===== src/rtl/cpu_pkg.sv =====
// Shared CPU definitions: arbiter state encoding and requester indices.
// Optional round-robin arbitration is selected with MEM_ARB_ROUND_ROBIN_EN.
package cpu_pkg;

   localparam logic [1:0] IDLE   = 2'b00;
   localparam logic [1:0] ACCESS = 2'b01;
   localparam logic [1:0] RESP   = 2'b10;

   localparam int REQ_FETCH = 0;
   localparam int REQ_DATA  = 1;
   localparam int REQ_DBG   = 2;

endpackage


===== src/rtl/arb_pick.sv =====
// Combinational winner select for mem_port_arbiter: lock override, then
// fixed priority or, with MEM_ARB_ROUND_ROBIN_EN, round-robin from start_ptr.
module arb_pick #(
   parameter int NREQ = 3,
   parameter int IW   = $clog2(NREQ)
) (
   input  logic [NREQ-1:0] req,
`ifdef MEM_ARB_ROUND_ROBIN_EN
   input  logic [IW-1:0]   start_ptr,
`endif
   input  logic            lock_held,
   input  logic [IW-1:0]   last_owner,
   output logic [NREQ-1:0] winner,
   output logic [IW-1:0]   win_idx,
   output logic            any
);

   int unsigned     cand;
   logic [IW-1:0]   ci;

   always_comb begin
      any     = 1'b0;
      win_idx = '0;
      cand    = 0;
      ci      = '0;
      if (lock_held && req[last_owner]) begin
         any     = 1'b1;
         win_idx = last_owner;
      end else begin
         for (int unsigned i = 0; i < NREQ; i++) begin
`ifdef MEM_ARB_ROUND_ROBIN_EN
            cand = (32'(start_ptr) + i) % NREQ;
`else
            cand = i;
`endif
            ci = IW'(cand);
            if (!any && req[ci]) begin
               any     = 1'b1;
               win_idx = ci;
            end
         end
      end
      winner = any ? (NREQ'(1) << win_idx) : '0;
   end

endmodule


===== src/rtl/mem_port_arbiter.sv =====
// Single-port memory arbiter: capture / drive memory / return data, one access
// per three cycles. MEM_ARB_ROUND_ROBIN_EN enables round-robin selection.
module mem_port_arbiter
   import cpu_pkg::*;
#(
   parameter int NREQ = 3,
   parameter int AW   = 8,
   parameter int DW   = 8
) (
   input  logic             clk,
   input  logic             reset,
   input  logic [NREQ-1:0]  req,
   input  logic [NREQ-1:0]  lock,
   input  logic [NREQ-1:0]  we,
   input  logic [NREQ*AW-1:0] addr,
   input  logic [NREQ*DW-1:0] wdata,
   output logic [NREQ-1:0]  gnt,
   output logic [NREQ-1:0]  done,
   output logic [DW-1:0]    rdata,
   output logic             busy,
   output logic             mem_en,
   output logic             mem_we,
   output logic [AW-1:0]    mem_addr,
   output logic [DW-1:0]    mem_wdata,
   input  logic [DW-1:0]    mem_rdata
);

   localparam int IW = $clog2(NREQ);

   logic [1:0]      state;
   logic [IW-1:0]   owner;
   logic [IW-1:0]   last_owner;
   logic            lock_held;
   logic            cap_we;
   logic [AW-1:0]   cap_addr;
   logic [DW-1:0]   cap_wdata;

   logic [NREQ-1:0] pick_onehot;
   logic [IW-1:0]   pick_idx;
   logic            pick_any;

`ifdef MEM_ARB_ROUND_ROBIN_EN
   logic [IW-1:0]   rr_ptr;
`endif

   arb_pick #(
      .NREQ (NREQ),
      .IW   (IW)
   ) u_pick (
      .req        (req),
`ifdef MEM_ARB_ROUND_ROBIN_EN
      .start_ptr  (rr_ptr),
`endif
      .lock_held  (lock_held),
      .last_owner (last_owner),
      .winner     (pick_onehot),
      .win_idx    (pick_idx),
      .any        (pick_any)
   );

   always_ff @(posedge clk) begin
      if (reset) begin
         state      <= IDLE;
         gnt        <= '0;
         done       <= '0;
         rdata      <= '0;
         owner      <= '0;
         last_owner <= IW'(REQ_FETCH);
         lock_held  <= 1'b0;
         cap_we     <= 1'b0;
         cap_addr   <= '0;
         cap_wdata  <= '0;
`ifdef MEM_ARB_ROUND_ROBIN_EN
         rr_ptr     <= '0;
`endif
      end else begin
         gnt  <= '0;
         done <= '0;
         case (state)
            IDLE: begin
               if (pick_any) begin
                  owner     <= pick_idx;
                  cap_we    <= we[pick_idx];
                  cap_addr  <= addr[pick_idx*AW +: AW];
                  cap_wdata <= wdata[pick_idx*DW +: DW];
                  gnt       <= pick_onehot;
                  state     <= ACCESS;
`ifdef MEM_ARB_ROUND_ROBIN_EN
                  if (int'(pick_idx) == NREQ - 1) rr_ptr <= '0;
                  else                            rr_ptr <= pick_idx + 1'b1;
`endif
               end
            end
            ACCESS: state <= RESP;
            RESP: begin
               if (!cap_we) rdata <= mem_rdata;
               done       <= NREQ'(1) << owner;
               last_owner <= owner;
               lock_held  <= lock[owner];
               state      <= IDLE;
            end
            default: state <= IDLE;
         endcase
      end
   end

   // Memory strobes decode from state so requesters never reach the macro combinationally.
   always_comb begin
      busy      = (state != IDLE);
      mem_en    = (state == ACCESS);
      mem_we    = (state == ACCESS) && cap_we;
      mem_addr  = cap_addr;
      mem_wdata = cap_wdata;
   end

endmodule


===== config.mk =====
export PLATFORM = sky130hd
export DESIGN_NAME = mem_port_arbiter
export DESIGN_NICKNAME = d
export VERILOG_FILES = /design/src/rtl/cpu_pkg.sv /design/src/rtl/arb_pick.sv /design/src/rtl/mem_port_arbiter.sv
export SDC_FILE = /design/constraint.sdc
export NUM_CORES = 1
export LEC_CHECK = 0
export BUFFER_PORTS_ARGS = -buffer_cell sky130_fd_sc_hd__buf_2
export CAP_MARGIN = 25
export CELL_PAD_IN_SITES_DETAIL_PLACEMENT = 2
export CELL_PAD_IN_SITES_GLOBAL_PLACEMENT = 2
export CORE_MARGIN = 2
export CORE_UTILIZATION = 20
export DETAILED_ROUTE_END_ITERATION = 16
export GPL_ROUTABILITY_DRIVEN = 0
export HOLD_SLACK_MARGIN = 0.08
export PLACE_DENSITY_LB_ADDON = 0.1
export SYNTH_ARGS = -nofsm -noshare
export SYNTH_HDL_FRONTEND = slang
export SYNTH_SLANG_ARGS = --single-unit

===== constraint.sdc =====
create_clock -name clk -period 1.7 [get_ports clk]
set_clock_uncertainty 0.05 [all_clocks]
set_input_delay 0.17 -clock clk [delete_from_list [all_inputs] [get_ports clk]]
set_output_delay 0.17 -clock clk [all_outputs]
set_load 0.02 [all_outputs]

Word level (Yosys, flattened, before mapping). Cells that the tools add are included.

Add/subtract/negate cells: 0. Multipliers: 0. Divide/modulo/power cells: 0. Order comparisons: 3. Equal/unequal tests: 3. Shift-type cells: 4. Muxes and demuxes: 17. Bitwise gates (word level): 4. Reductions and logical operators: 12.

Operator list (count): $shiftx A24 B6 Y8 (2); $mux W1 (10); $lt A2 B3 Y1 const B (3); $bmux W1 S2 (3); $mux W2 (3); $shl A1 B2 Y3 const A (2); $logic_and A1 B1 Y1 (4); $not A1 Y1 (4); $pmux W2 S2 (1); $reduce_and A2 Y1 (2); $reduce_or A3 Y1 (1); $eq A2 B1 Y1 const B (1); $eq A2 B2 Y1 const B (1); $logic_not A1 Y1 (2); $logic_not A2 Y1 (1); $ne A2 B2 Y1 const B (1); $reduce_bool A2 Y1 (1); $reduce_or A2 Y1 (1).

Register bits: 38. Bits in latches: 0. Bits in writable memories: 0. Memory bits (read-only): 0. Output and inout port bits: 33. Word-level logic and storage cells: 53. Memories kept: 0.

Depth between registers and ports, before layout. Gate-level depths: netlist of run 1.

Word-level depth: 14. Depth in mapped cells: 7. Gate-level depth less buffers: 4.

By module. A second synthesis of run 1 with hierarchy kept.

Cell total of the unflattened synthesis: 191. Area, all modules: 1808.0 um^2.

Modules (own cells, without submodules): mem_port_arbiter (times used 1, cells an instance 178, area each 1715.4 um^2, seq. area each 760.7 um^2); arb_pick (times used 1, cells an instance 13, area each 92.6 um^2, seq. area each 0.0 um^2).

Least setup slack after synthesis of run 1. OpenSTA, ideal clock, no wires.

Path kind: register to register. Start: register state[0]. End: register cap_addr[0] (netlist: mem_addr[0]). Data arrival time: 1.466 ns. Data required time: 1.508 ns. Setup slack: 0.042 ns. Cell stages (with the launch flop): 6. Path buffers: 1. Cells stage by stage: dfxtp_1 > nor2_1 > inv_1 > nor3_2 > clkbuf_1 > a311oi_1.

Cells in the longest elaborated chain, start to end: 2.

RTL lines: from (decl) (RTL line mem_port_arbiter.sv:30) `logic [1:0] state;`; from (signal assigned) (RTL line mem_port_arbiter.sv:63) `state <= IDLE;`; from (signal assigned) (RTL line mem_port_arbiter.sv:87) `state <= ACCESS;`; from (signal assigned) (RTL line mem_port_arbiter.sv:94) `ACCESS: state <= RESP;`; $logic_not A2 Y1 (RTL line mem_port_arbiter.sv:79) `case (state)`; $reduce_and A2 Y1 (no line); to (signal assigned) (RTL line mem_port_arbiter.sv:84) `cap_addr <= addr[pick_idx*AW +: AW];`; to (decl) (RTL line mem_port_arbiter.sv:35) `logic [AW-1:0] cap_addr;`.

No other way between the ends. A chain may end at the register's enable or synchronous reset.

Worst setup path in the final report of run 1.
Start: register lock_held. End: register cap_addr[0] (netlist: mem_addr[0]).

Cells in the longest elaborated chain, start to end: 3.

RTL lines: from (decl) (RTL line mem_port_arbiter.sv:33) `logic lock_held;`; from (signal assigned) (RTL line mem_port_arbiter.sv:99) `lock_held <= lock[owner];`; $logic_and A1 B1 Y1 (*) (RTL line arb_pick.sv:26) `if (lock_held && req[last_owner]) begin`; $mux W2 / $mux W1 (equally long branches) (RTL line arb_pick.sv:26); $shiftx A24 B6 Y8 / $reduce_and A2 Y1 (equally long branches).

Every way passes the cells marked *; elsewhere a longest branch is shown, timed or not.

==> results of run 1 <==
## logic make-up after synthesis
group                  Yosys count
AO/OA/AOI/OAI                   59
multiplexers                     4
buffers and inverters           16
AND/OR/NAND/NOR                 68
flip-flops                      38
## tightest hold or removal path: cells and delay by family
family | cells | cell delay, ps
buf+inv | 1 | 90
compound gates | 1 | 80
simple gates | 1 | 40
## power by group through the flow
stage | clock, W | sequential [W] | combinational [W]
2_1_floorplan | 0 | 0.00109 | 0.000215
3_3_place_gp | 0 | 0.00103 | 0.000539
3_5_place_dp | 0 | 0.00103 | 0.000543
4_1_cts | 0.000814 | 0.00101 | 0.000562
5_1_grt | 0.000860 | 0.00102 | 0.000637
6_report | 0.000782 | 0.00100 | 0.000584
## per-stage QoR
stage          TNS (ps)  power [W]  utilization (%)  std cells
2_1_floorplan         0    0.00130                -        185
3_3_place_gp          0    0.00156             29.7        381
3_5_place_dp          0    0.00157             29.7        381
4_1_cts               0    0.00238             32.5        399
5_1_grt            -772    0.00251             33.9        403
6_report              0    0.00237             33.9        403
## sequential cells by signal (all words and copies together), names as in the netlist, 2 cells and up
| signal | cells |
|---|---|
| rdata | 8 |
| owner | 2 |
| mem_addr | 8 |
| last_owner | 2 |
| mem_wdata | 8 |
| gnt | 3 |
| done | 3 |
| state | 2 |
## layer usage
metal	wire (um)	part of all wire (%)
met1	2570	41
met2	3270	52
met3	447	7.1
met4	53	0.84
met5	0	0
## how the worst min path moves through the flow
stage            startpoint                        end  slack [ps]  depth (start not counted)
3_3_place_gp   mem_rdata[5]      rdata[5]$_SDFFE_PP0P_         370                          3
3_5_place_dp   mem_rdata[7]      rdata[7]$_SDFFE_PP0P_         370                          3
2_1_floorplan  mem_rdata[0]      rdata[0]$_SDFFE_PP0P_         260                          2
6_report           wdata[9]  mem_wdata[1]$_SDFFE_PP0P_          90                          3
5_1_grt             addr[6]   mem_addr[6]$_SDFFE_PP0P_          80                          3
4_1_cts            addr[12]   mem_addr[4]$_SDFFE_PP0P_          80                          3
## cells in the final DEF (no fill, tap or decap), drive strengths merged, types with 4 or more instances in the layout
cell type / n
a21oi: 10
a311oi: 17
buf: 111
clkbuf: 6
dfxtp: 38
dlygate4sd3: 10
mux2i: 4
nand2: 45
nor2: 7
o21ai: 9
o22ai: 17
## cell type report
type	instances	area, um2
Fill cell	918	5130
Multi-Input combinational cell	131	835
Clock inverter	3	45.0
Sequential cell	38	764
Timing Repair Buffer	122	786
Inverter	2	7.51
Clock buffer	5	68.8
Tap cell	102	128
## what timing repair did
item                       in CTS  in global routing
setup endpoints to repair       0                 14
resized for setup               0                 13
hold buffers                   10                  0
hold endpoints to repair       10                  0
buffers inserted                0                  3
==> report_table.html, run 1 <==
<table>
<tr><th>Metric</th><th>Value</th></tr>
<tr><th colspan="2">Outcome</th></tr>
<tr><td>Status</td><td>finished clean</td></tr>
<tr><th colspan="2">Yosys</th></tr>
<tr><td>Syn_nets</td><td>252</td></tr>
<tr><td>Most frequent cell after synthesis</td><td>sky130_fd_sc_hd__nand2_1</td></tr>
<tr><td>Post-synthesis register bit count</td><td>38</td></tr>
<tr><td>Synth Area in XOR/XNOR</td><td>0%</td></tr>
<tr><td>Post-Synth Adder-Cell Area</td><td>0%</td></tr>
<tr><td>Multiplexer share of the synthesized area</td><td>2.49%</td></tr>
<tr><td>Combinational family with the most area after synthesis</td><td>compound AO/OA/AOI/OAI gates</td></tr>
<tr><td>Synth warnings</td><td>0</td></tr>
<tr><td>Number of library cell types mapped by synthesis</td><td>29</td></tr>
<tr><td>Synthesized-area fraction occupied by and/or/nand/nor cells</td><td>19.3%</td></tr>
<tr><td>Part of the Yosys area used for sequential elements</td><td>47.2%</td></tr>
<tr><td>Async set or reset register ratio after synthesis</td><td>0%</td></tr>
<tr><td>Biggest area consumer among synthesized cells</td><td>sky130_fd_sc_hd__dfxtp_1</td></tr>
<tr><td>Mapped Cells</td><td>185</td></tr>
<tr><td>Complex-gate fraction of the synthesized area</td><td>26.4%</td></tr>
<tr><td>Proportion of netlist area held by the largest area contributor</td><td>47.2%</td></tr>
<tr><td>Leading post-synthesis cells by cell area</td><td>sky130_fd_sc_hd__dfxtp_1, sky130_fd_sc_hd__nand2_1, sky130_fd_sc_hd__a311oi_1</td></tr>
<tr><td>Commonest register cell after synthesis</td><td>sky130_fd_sc_hd__dfxtp_1</td></tr>
<tr><td>Number of flops mapped to enable cells by yosys</td><td>0</td></tr>
<tr><td>Cell area after synthesis</td><td>0.00161 mm2</td></tr>
<tr><td>Commonest cells in the netlist</td><td>sky130_fd_sc_hd__nand2_1, sky130_fd_sc_hd__dfxtp_1, sky130_fd_sc_hd__a311oi_1, sky130_fd_sc_hd__o22ai_1, sky130_fd_sc_hd__a21oi_1</td></tr>
<tr><td>Synthesized area per cell</td><td>8.70 um2</td></tr>
<tr><th colspan="2">STA</th></tr>
<tr><td>Count of endpoints failing hold in the final timing report</td><td>0</td></tr>
<tr><td>Max Fclk</td><td>598 MHz</td></tr>
<tr><td>Total of endpoints with negative setup slack in the final report</td><td>0</td></tr>
<tr><td>Worst setup slack after layout</td><td>29.1 ps</td></tr>
<tr><td>Relative max-transition margin</td><td>74.7%</td></tr>
<tr><td>Hold slack final</td><td>93.7 ps</td></tr>
<tr><td>Final worst-path cycle share</td><td>98.3%</td></tr>
<tr><td>Setup repair after global routing missed its margin</td><td>yes</td></tr>
<tr><td>Min Tclk post-route</td><td>1670 ps</td></tr>
<tr><td>Slew of the pin with the lowest slew margin</td><td>380 ps</td></tr>
<tr><td>Final slew viol count</td><td>0</td></tr>
<tr><th colspan="2">Clocking</th></tr>
<tr><td>Insertion delay of the later-clocked pin in the worst-skew pair</td><td>290 ps</td></tr>
<tr><td>Clock buffer depth</td><td>2</td></tr>
<tr><td>Clock Pin Slew Worst Setup and Hold Paths</td><td>80 ps</td></tr>
<tr><td>H-tree levels</td><td>2</td></tr>
<tr><td>Clock root buffer</td><td>sky130_fd_sc_hd__clkbuf_8</td></tr>
<tr><td>Sinks on Clock Net</td><td>38</td></tr>
<tr><td>TritonCTS buffer count</td><td>5</td></tr>
<tr><td>CTS tree</td><td>built</td></tr>
<tr><th colspan="2">Setup path</th></tr>
<tr><td>Data arrival time of the worst path</td><td>1820 ps</td></tr>
<tr><td>Cell type of the slowest stage on the worst timing path</td><td>sky130_fd_sc_hd__dfxtp_2</td></tr>
<tr><td>Number of buffers and inverters on the critical path</td><td>2</td></tr>
<tr><td>Critical path's top delay family</td><td>compound AO/OA/AOI/OAI gates</td></tr>
<tr><td>Path type of the worst setup path</td><td>reg2reg</td></tr>
<tr><td>Maximum fanout encountered on the critical timing path</td><td>10</td></tr>
<tr><td>Start point of the critical path</td><td>lock_held$_SDFFE_PP0N_</td></tr>
<tr><td>Reg2reg setup slack</td><td>30 ps</td></tr>
<tr><td>Reg-to-reg startpoint</td><td>lock_held$_SDFFE_PP0N_</td></tr>
<tr><td>Critical path capture point</td><td>mem_addr[0]$_SDFFE_PP0P_</td></tr>
<tr><td>Cells along the critical path</td><td>and4b_2 -&gt; a2111oi_4 -&gt; buf_4 -&gt; buf_12 -&gt; nand2_1 -&gt; a311oi_2</td></tr>
<tr><td>Register-to-Register Path Depth</td><td>6</td></tr>
<tr><td>Critical Path Start Type</td><td>register</td></tr>
<tr><td>Data required time at the worst endpoint</td><td>1850 ps</td></tr>
<tr><td>Kind of end point of the critical path</td><td>register</td></tr>
<tr><td>Worst stage delay on the critical path</td><td>360 ps</td></tr>
<tr><td>Logic depth of the worst setup path including buffers</td><td>6</td></tr>
<tr><td>Worst reg2reg endpoint</td><td>mem_addr[0]$_SDFFE_PP0P_</td></tr>
<tr><th colspan="2">Flow run</th></tr>
<tr><td>Max capacitance violation total</td><td>0</td></tr>
<tr><th colspan="2">Pwr</th></tr>
<tr><td>Maximum vdd ir drop</td><td>0.000294 V</td></tr>
<tr><td>Switching power summed over all nets</td><td>0.000707 W</td></tr>
<tr><td>Proportion of power drawn by the clock network</td><td>33.0%</td></tr>
<tr><td>Areal power density over the cells</td><td>900 mW/mm2</td></tr>
<tr><td>Gate power share</td><td>24.7%</td></tr>
<tr><td>Leakage Power</td><td>1.19 nW</td></tr>
<tr><td>Register share of total power</td><td>42.3%</td></tr>
<tr><td>Cell internal power dissipation</td><td>0.00166 W</td></tr>
<tr><td>Switching part of the total power</td><td>29.8%</td></tr>
<tr><th colspan="2">Detailed routing</th></tr>
<tr><td>Total number of vias</td><td>1876</td></tr>
<tr><td>Total detailed-routing wirelength</td><td>6.34 mm</td></tr>
<tr><td>Final antenna-violating net count</td><td>0</td></tr>
<tr><td>Detailed Routing Iterations Pass 1</td><td>4</td></tr>
<tr><td>Number of remaining DRC errors</td><td>0</td></tr>
<tr><td>Mean number of vias per cell</td><td>4.66</td></tr>
<tr><td>DR iter-0 viols</td><td>21</td></tr>
<tr><td>Routed length per instance</td><td>15.7 um</td></tr>
<tr><th colspan="2">Hold path</th></tr>
<tr><td>Hold/Removal Path Class</td><td>in2reg</td></tr>
<tr><th colspan="2">Place</th></tr>
<tr><td>Quantity of I/O buffers inserted on ports</td><td>99</td></tr>
<tr><td>Post-DP Area</td><td>0.00231 mm2</td></tr>
<tr><td>Post-DP HPWL</td><td>4.38 mm</td></tr>
<tr><td>Minimum setup slack after placement</td><td>59.4 ps</td></tr>
<tr><th colspan="2">GRT</th></tr>
<tr><td>Busiest layer in global routing</td><td>met2</td></tr>
<tr><td>Met2 routing resource usage after global routing</td><td>26.7%</td></tr>
<tr><td>Met3 usage in global routing</td><td>4.65%</td></tr>
<tr><td>Vias in the first global route</td><td>2033</td></tr>
<tr><td>Global-route wire length before repair</td><td>10.0 mm</td></tr>
<tr><td>Final global-route overflow total</td><td>0</td></tr>
<tr><td>Met1 Use GR</td><td>16.7%</td></tr>
<tr><td>Initial antenna violation count</td><td>0</td></tr>
<tr><td>Largest net degree at the start of global routing</td><td>28</td></tr>
<tr><td>Combined global-route utilization of all metal layers</td><td>14.7%</td></tr>
<tr><th colspan="2">Layout</th></tr>
<tr><td>Area growth, synth to finish</td><td>63.6%</td></tr>
<tr><td>Net count, final</td><td>367</td></tr>
<tr><td>Ant diodes</td><td>0</td></tr>
<tr><td>Share of layout cells above drive strength 1</td><td>45.2%</td></tr>
<tr><td>Final cell area excluding filler cells</td><td>0.00263 mm2</td></tr>
<tr><th colspan="2">Die</th></tr>
<tr><td>Number of standard-cell rows in the floorplan</td><td>32</td></tr>
<tr><td>Overall die area</td><td>0.00879 mm2</td></tr>
<tr><td>Core area</td><td>0.00777 mm2</td></tr>
<tr><td>Ports placed on the boundary</td><td>100</td></tr>
<tr><td>Die span in y</td><td>93.7 um</td></tr>
<tr><td>Horizontal extent of the die</td><td>93.7 um</td></tr>
<tr><td>Starting Density</td><td>20.7%</td></tr>
</table>
Note: power is estimated with default switching activity, not from simulation.
==> run 2, diff against run 1 <==
--- a/constraint.sdc
+++ b/constraint.sdc
@@ -4,2 +4,2 @@
 set_output_delay 0.17 -clock clk [all_outputs]
-set_load 0.02 [all_outputs]
+set_load 0.05 [all_outputs]
==> run 2 against run 1 <==
Compared with the run above:
- first-iteration DRC count fell by 9.5%
- sequential share of layout area is 1.2 points higher
- critical path depth is 1 lower
- largest cell class unchanged
- register-to-register slack gained 98 ps
- sequential power about the same
- via count is 2.6% lower
- routed wire length down 3.6%
==> report_table.html, run 2 (synthesis gave the netlist of run 1 again) <==
<table>
<tr><th>Metric</th><th>Value</th></tr>
<tr><th colspan="2">Outcome</th></tr>
<tr><td>Status</td><td>finished clean</td></tr>
<tr><th colspan="2">Hold path</th></tr>
<tr><td>Hold/Removal Path Class</td><td>in2reg</td></tr>
<tr><th colspan="2">Setup path</th></tr>
<tr><td>Logic depth of the worst setup path including buffers</td><td>5</td></tr>
<tr><td>Number of buffers and inverters on the critical path</td><td>1</td></tr>
<tr><td>Data arrival time of the worst path</td><td>1730 ps</td></tr>
<tr><td>Maximum fanout encountered on the critical timing path</td><td>14</td></tr>
<tr><td>Worst reg2reg endpoint</td><td>mem_wdata[0]$_SDFFE_PP0P_</td></tr>
<tr><td>Register-to-Register Path Depth</td><td>5</td></tr>
<tr><td>Path type of the worst setup path</td><td>reg2reg</td></tr>
<tr><td>Reg-to-reg startpoint</td><td>last_owner[1]$_SDFFE_PP0N_</td></tr>
<tr><td>Start point of the critical path</td><td>last_owner[1]$_SDFFE_PP0N_</td></tr>
<tr><td>Worst stage delay on the critical path</td><td>400 ps</td></tr>
<tr><td>Critical path capture point</td><td>mem_wdata[0]$_SDFFE_PP0P_</td></tr>
<tr><td>Cells along the critical path</td><td>nand2b_1 -&gt; a2111oi_4 -&gt; buf_12 -&gt; nand2_1 -&gt; a311oi_2</td></tr>
<tr><td>Critical path's top delay family</td><td>compound AO/OA/AOI/OAI gates</td></tr>
<tr><td>Critical Path Start Type</td><td>register</td></tr>
<tr><td>Kind of end point of the critical path</td><td>register</td></tr>
<tr><td>Reg2reg setup slack</td><td>130 ps</td></tr>
<tr><td>Cell type of the slowest stage on the worst timing path</td><td>sky130_fd_sc_hd__a2111oi_4</td></tr>
<tr><td>Data required time at the worst endpoint</td><td>1850 ps</td></tr>
<tr><th colspan="2">STA</th></tr>
<tr><td>Slew of the pin with the lowest slew margin</td><td>751 ps</td></tr>
<tr><td>Min Tclk post-route</td><td>1570 ps</td></tr>
<tr><td>Final slew viol count</td><td>0</td></tr>
<tr><td>Setup repair after global routing missed its margin</td><td>no</td></tr>
<tr><td>Worst setup slack after layout</td><td>127 ps</td></tr>
<tr><td>Total of endpoints with negative setup slack in the final report</td><td>0</td></tr>
<tr><td>Total negative slack for setup checks</td><td>0 ps</td></tr>
<tr><td>Max Fclk</td><td>636 MHz</td></tr>
<tr><td>Relative max-transition margin</td><td>49.5%</td></tr>
<tr><td>Final worst-path cycle share</td><td>92.5%</td></tr>
<tr><td>Count of endpoints failing hold in the final timing report</td><td>0</td></tr>
<tr><th colspan="2">Clocking</th></tr>
<tr><td>CTS tree</td><td>built</td></tr>
<tr><td>Clock buffer depth</td><td>2</td></tr>
<tr><td>Insertion delay of the later-clocked pin in the worst-skew pair</td><td>290 ps</td></tr>
<tr><td>Sinks on Clock Net</td><td>38</td></tr>
<tr><td>Post-CTS repair timing setup buffer count</td><td>0</td></tr>
<tr><td>Clock root buffer</td><td>sky130_fd_sc_hd__clkbuf_8</td></tr>
<tr><td>TritonCTS buffer count</td><td>5</td></tr>
<tr><td>Clock Pin Slew Worst Setup and Hold Paths</td><td>80 ps</td></tr>
<tr><td>H-tree levels</td><td>2</td></tr>
<tr><th colspan="2">GRT</th></tr>
<tr><td>Largest net degree at the start of global routing</td><td>24</td></tr>
<tr><td>Combined global-route utilization of all metal layers</td><td>14.7%</td></tr>
<tr><td>Initial antenna violation count</td><td>0</td></tr>
<tr><td>Final global-route overflow total</td><td>0</td></tr>
<tr><td>Vias in the first global route</td><td>2053</td></tr>
<tr><td>Global-route wire length before repair</td><td>10.2 mm</td></tr>
<tr><th colspan="2">Place</th></tr>
<tr><td>Minimum setup slack after placement</td><td>61.3 ps</td></tr>
<tr><td>Quantity of I/O buffers inserted on ports</td><td>99</td></tr>
<tr><td>Number of cells after detailed placement</td><td>387</td></tr>
<tr><td>Post-DP HPWL</td><td>4.64 mm</td></tr>
<tr><th colspan="2">Pwr</th></tr>
<tr><td>Leakage Power</td><td>1.16 nW</td></tr>
<tr><td>Switching power summed over all nets</td><td>0.000828 W</td></tr>
<tr><td>Proportion of power drawn by the clock network</td><td>27.7%</td></tr>
<tr><td>Cell internal power dissipation</td><td>0.00154 W</td></tr>
<tr><td>Register share of total power</td><td>42.3%</td></tr>
<tr><td>Maximum vdd ir drop</td><td>0.000280 V</td></tr>
<tr><td>Areal power density over the cells</td><td>941 mW/mm2</td></tr>
<tr><td>Gate power share</td><td>29.9%</td></tr>
<tr><td>Switching part of the total power</td><td>35.0%</td></tr>
<tr><th colspan="2">Layout</th></tr>
<tr><td>Layout Utilization</td><td>32.4%</td></tr>
<tr><td>Area growth, synth to finish</td><td>56.1%</td></tr>
<tr><td>Ant diodes</td><td>0</td></tr>
<tr><td>Commonest non-fill, non-tap cell in the layout</td><td>sky130_fd_sc_hd__buf_2</td></tr>
<tr><td>Layout fillers</td><td>950</td></tr>
<tr><td>Commonest non-fill, non-tap cells in the layout</td><td>sky130_fd_sc_hd__buf_2, sky130_fd_sc_hd__nand2_1, sky130_fd_sc_hd__dfxtp_1</td></tr>
<tr><td>Count of placed standard cells in the final layout, fillers left out</td><td>403</td></tr>
<tr><td>Share of layout cells above drive strength 1</td><td>42.9%</td></tr>
<tr><td>Net count, final</td><td>367</td></tr>
<tr><th colspan="2">Die</th></tr>
<tr><td>Number of standard-cell rows in the floorplan</td><td>32</td></tr>
<tr><td>Horizontal extent of the die</td><td>93.7 um</td></tr>
<tr><td>Ports placed on the boundary</td><td>100</td></tr>
<tr><td>Overall die area</td><td>0.00879 mm2</td></tr>
<tr><td>Die span in y</td><td>93.7 um</td></tr>
<tr><td>Core area</td><td>0.00777 mm2</td></tr>
<tr><td>Starting Density</td><td>20.7%</td></tr>
<tr><th colspan="2">Detailed routing</th></tr>
<tr><td>Detailed Routing Iterations Pass 1</td><td>4</td></tr>
<tr><td>Number of remaining DRC errors</td><td>0</td></tr>
<tr><td>Final antenna-violating net count</td><td>0</td></tr>
<tr><td>Routed length per instance</td><td>15.2 um</td></tr>
<tr><td>Mean number of vias per cell</td><td>4.53</td></tr>
<tr><td>DR iter-0 viols</td><td>19</td></tr>
<tr><td>Total number of vias</td><td>1827</td></tr>
<tr><td>Total detailed-routing wirelength</td><td>6.11 mm</td></tr>
<tr><th colspan="2">Flow run</th></tr>
<tr><td>Max capacitance violation total</td><td>0</td></tr>
</table>
run 2: how the worst min path moves through the flow:
| stage | startpoint | endpoint | cells past startpoint | slack (ps) |
|---|---|---|---|---|
| 6_report | wdata[4] | mem_wdata[4]$_SDFFE_PP0P_ | 3 | 90 |
| 3_3_place_gp | mem_rdata[5] | rdata[5]$_SDFFE_PP0P_ | 3 | 370 |
| 3_5_place_dp | mem_rdata[7] | rdata[7]$_SDFFE_PP0P_ | 3 | 370 |
| 4_1_cts | wdata[4] | mem_wdata[4]$_SDFFE_PP0P_ | 3 | 90 |
| 2_1_floorplan | mem_rdata[0] | rdata[0]$_SDFFE_PP0P_ | 2 | 260 |
| 5_1_grt | wdata[3] | mem_wdata[3]$_SDFFE_PP0P_ | 3 | 90 |
run 2: power by group through the flow:
stage / sequential [W] / combinational [W] / clock (W)
floorplan: 0.00122 / 0.000236 / 0
global placement: 0.00102 / 0.000695 / 0
detailed placement: 0.00102 / 0.000700 / 0
CTS: 0.00100 / 0.000715 / 0.000685
global route: 0.00101 / 0.000765 / 0.000731
finish: 0.00100 / 0.000709 / 0.000656
run 2: through the flow:
stage	power, W	area, um2	hold slack (ps)
global placement	0.00172	2330	367
CTS	0.00240	2500	85.0
global route	0.00251	2510	88.5
floorplan	0.00145	1620	256
detailed placement	0.00172	2330	370
finish	0.00237	2510	91.4
run 2: what timing repair did:
action,in CTS,in global routing
endpoints found under the hold margin,8,0
gates resized for setup,0,2
endpoints found under the setup margin,0,14
hold buffers,8,0
run 2: routing by layer:
| metal | vias to the layer above | wire length, um | share of wire (%) | global-route usage, % |
|---|---|---|---|---|
| li1 | 912 | - | - | - |
| met5 | - | 0 | 0 | 0 |
| met1 | 851 | 2610 | 43 | 17.2 |
| met2 | 60 | 3050 | 50 | 26.7 |
| met3 | 4 | 406 | 6.6 | 4.01 |
| met4 | 0 | 40 | 0.65 | 3.26 |
run 2: worst register-to-register path, stage by stage (launching register included):
cell and delay [ps]:
sky130_fd_sc_hd__dfxtp_1 330, sky130_fd_sc_hd__nand2b_1 200, sky130_fd_sc_hd__a2111oi_4 400, sky130_fd_sc_hd__buf_12 190, sky130_fd_sc_hd__nand2_1 70, sky130_fd_sc_hd__a311oi_2 250
run 2: final cells by class:
cell class	count	area, um2	area share (%)
clock buffers	6	82.6	3.29
multi-input cells	131	797	31.7
flip-flops and latches	38	761	30.3
well taps	102	128	5.08
repair buffers	122	726	28.9
clock inverters	2	12.5	0.498
inverters	2	7.51	0.299
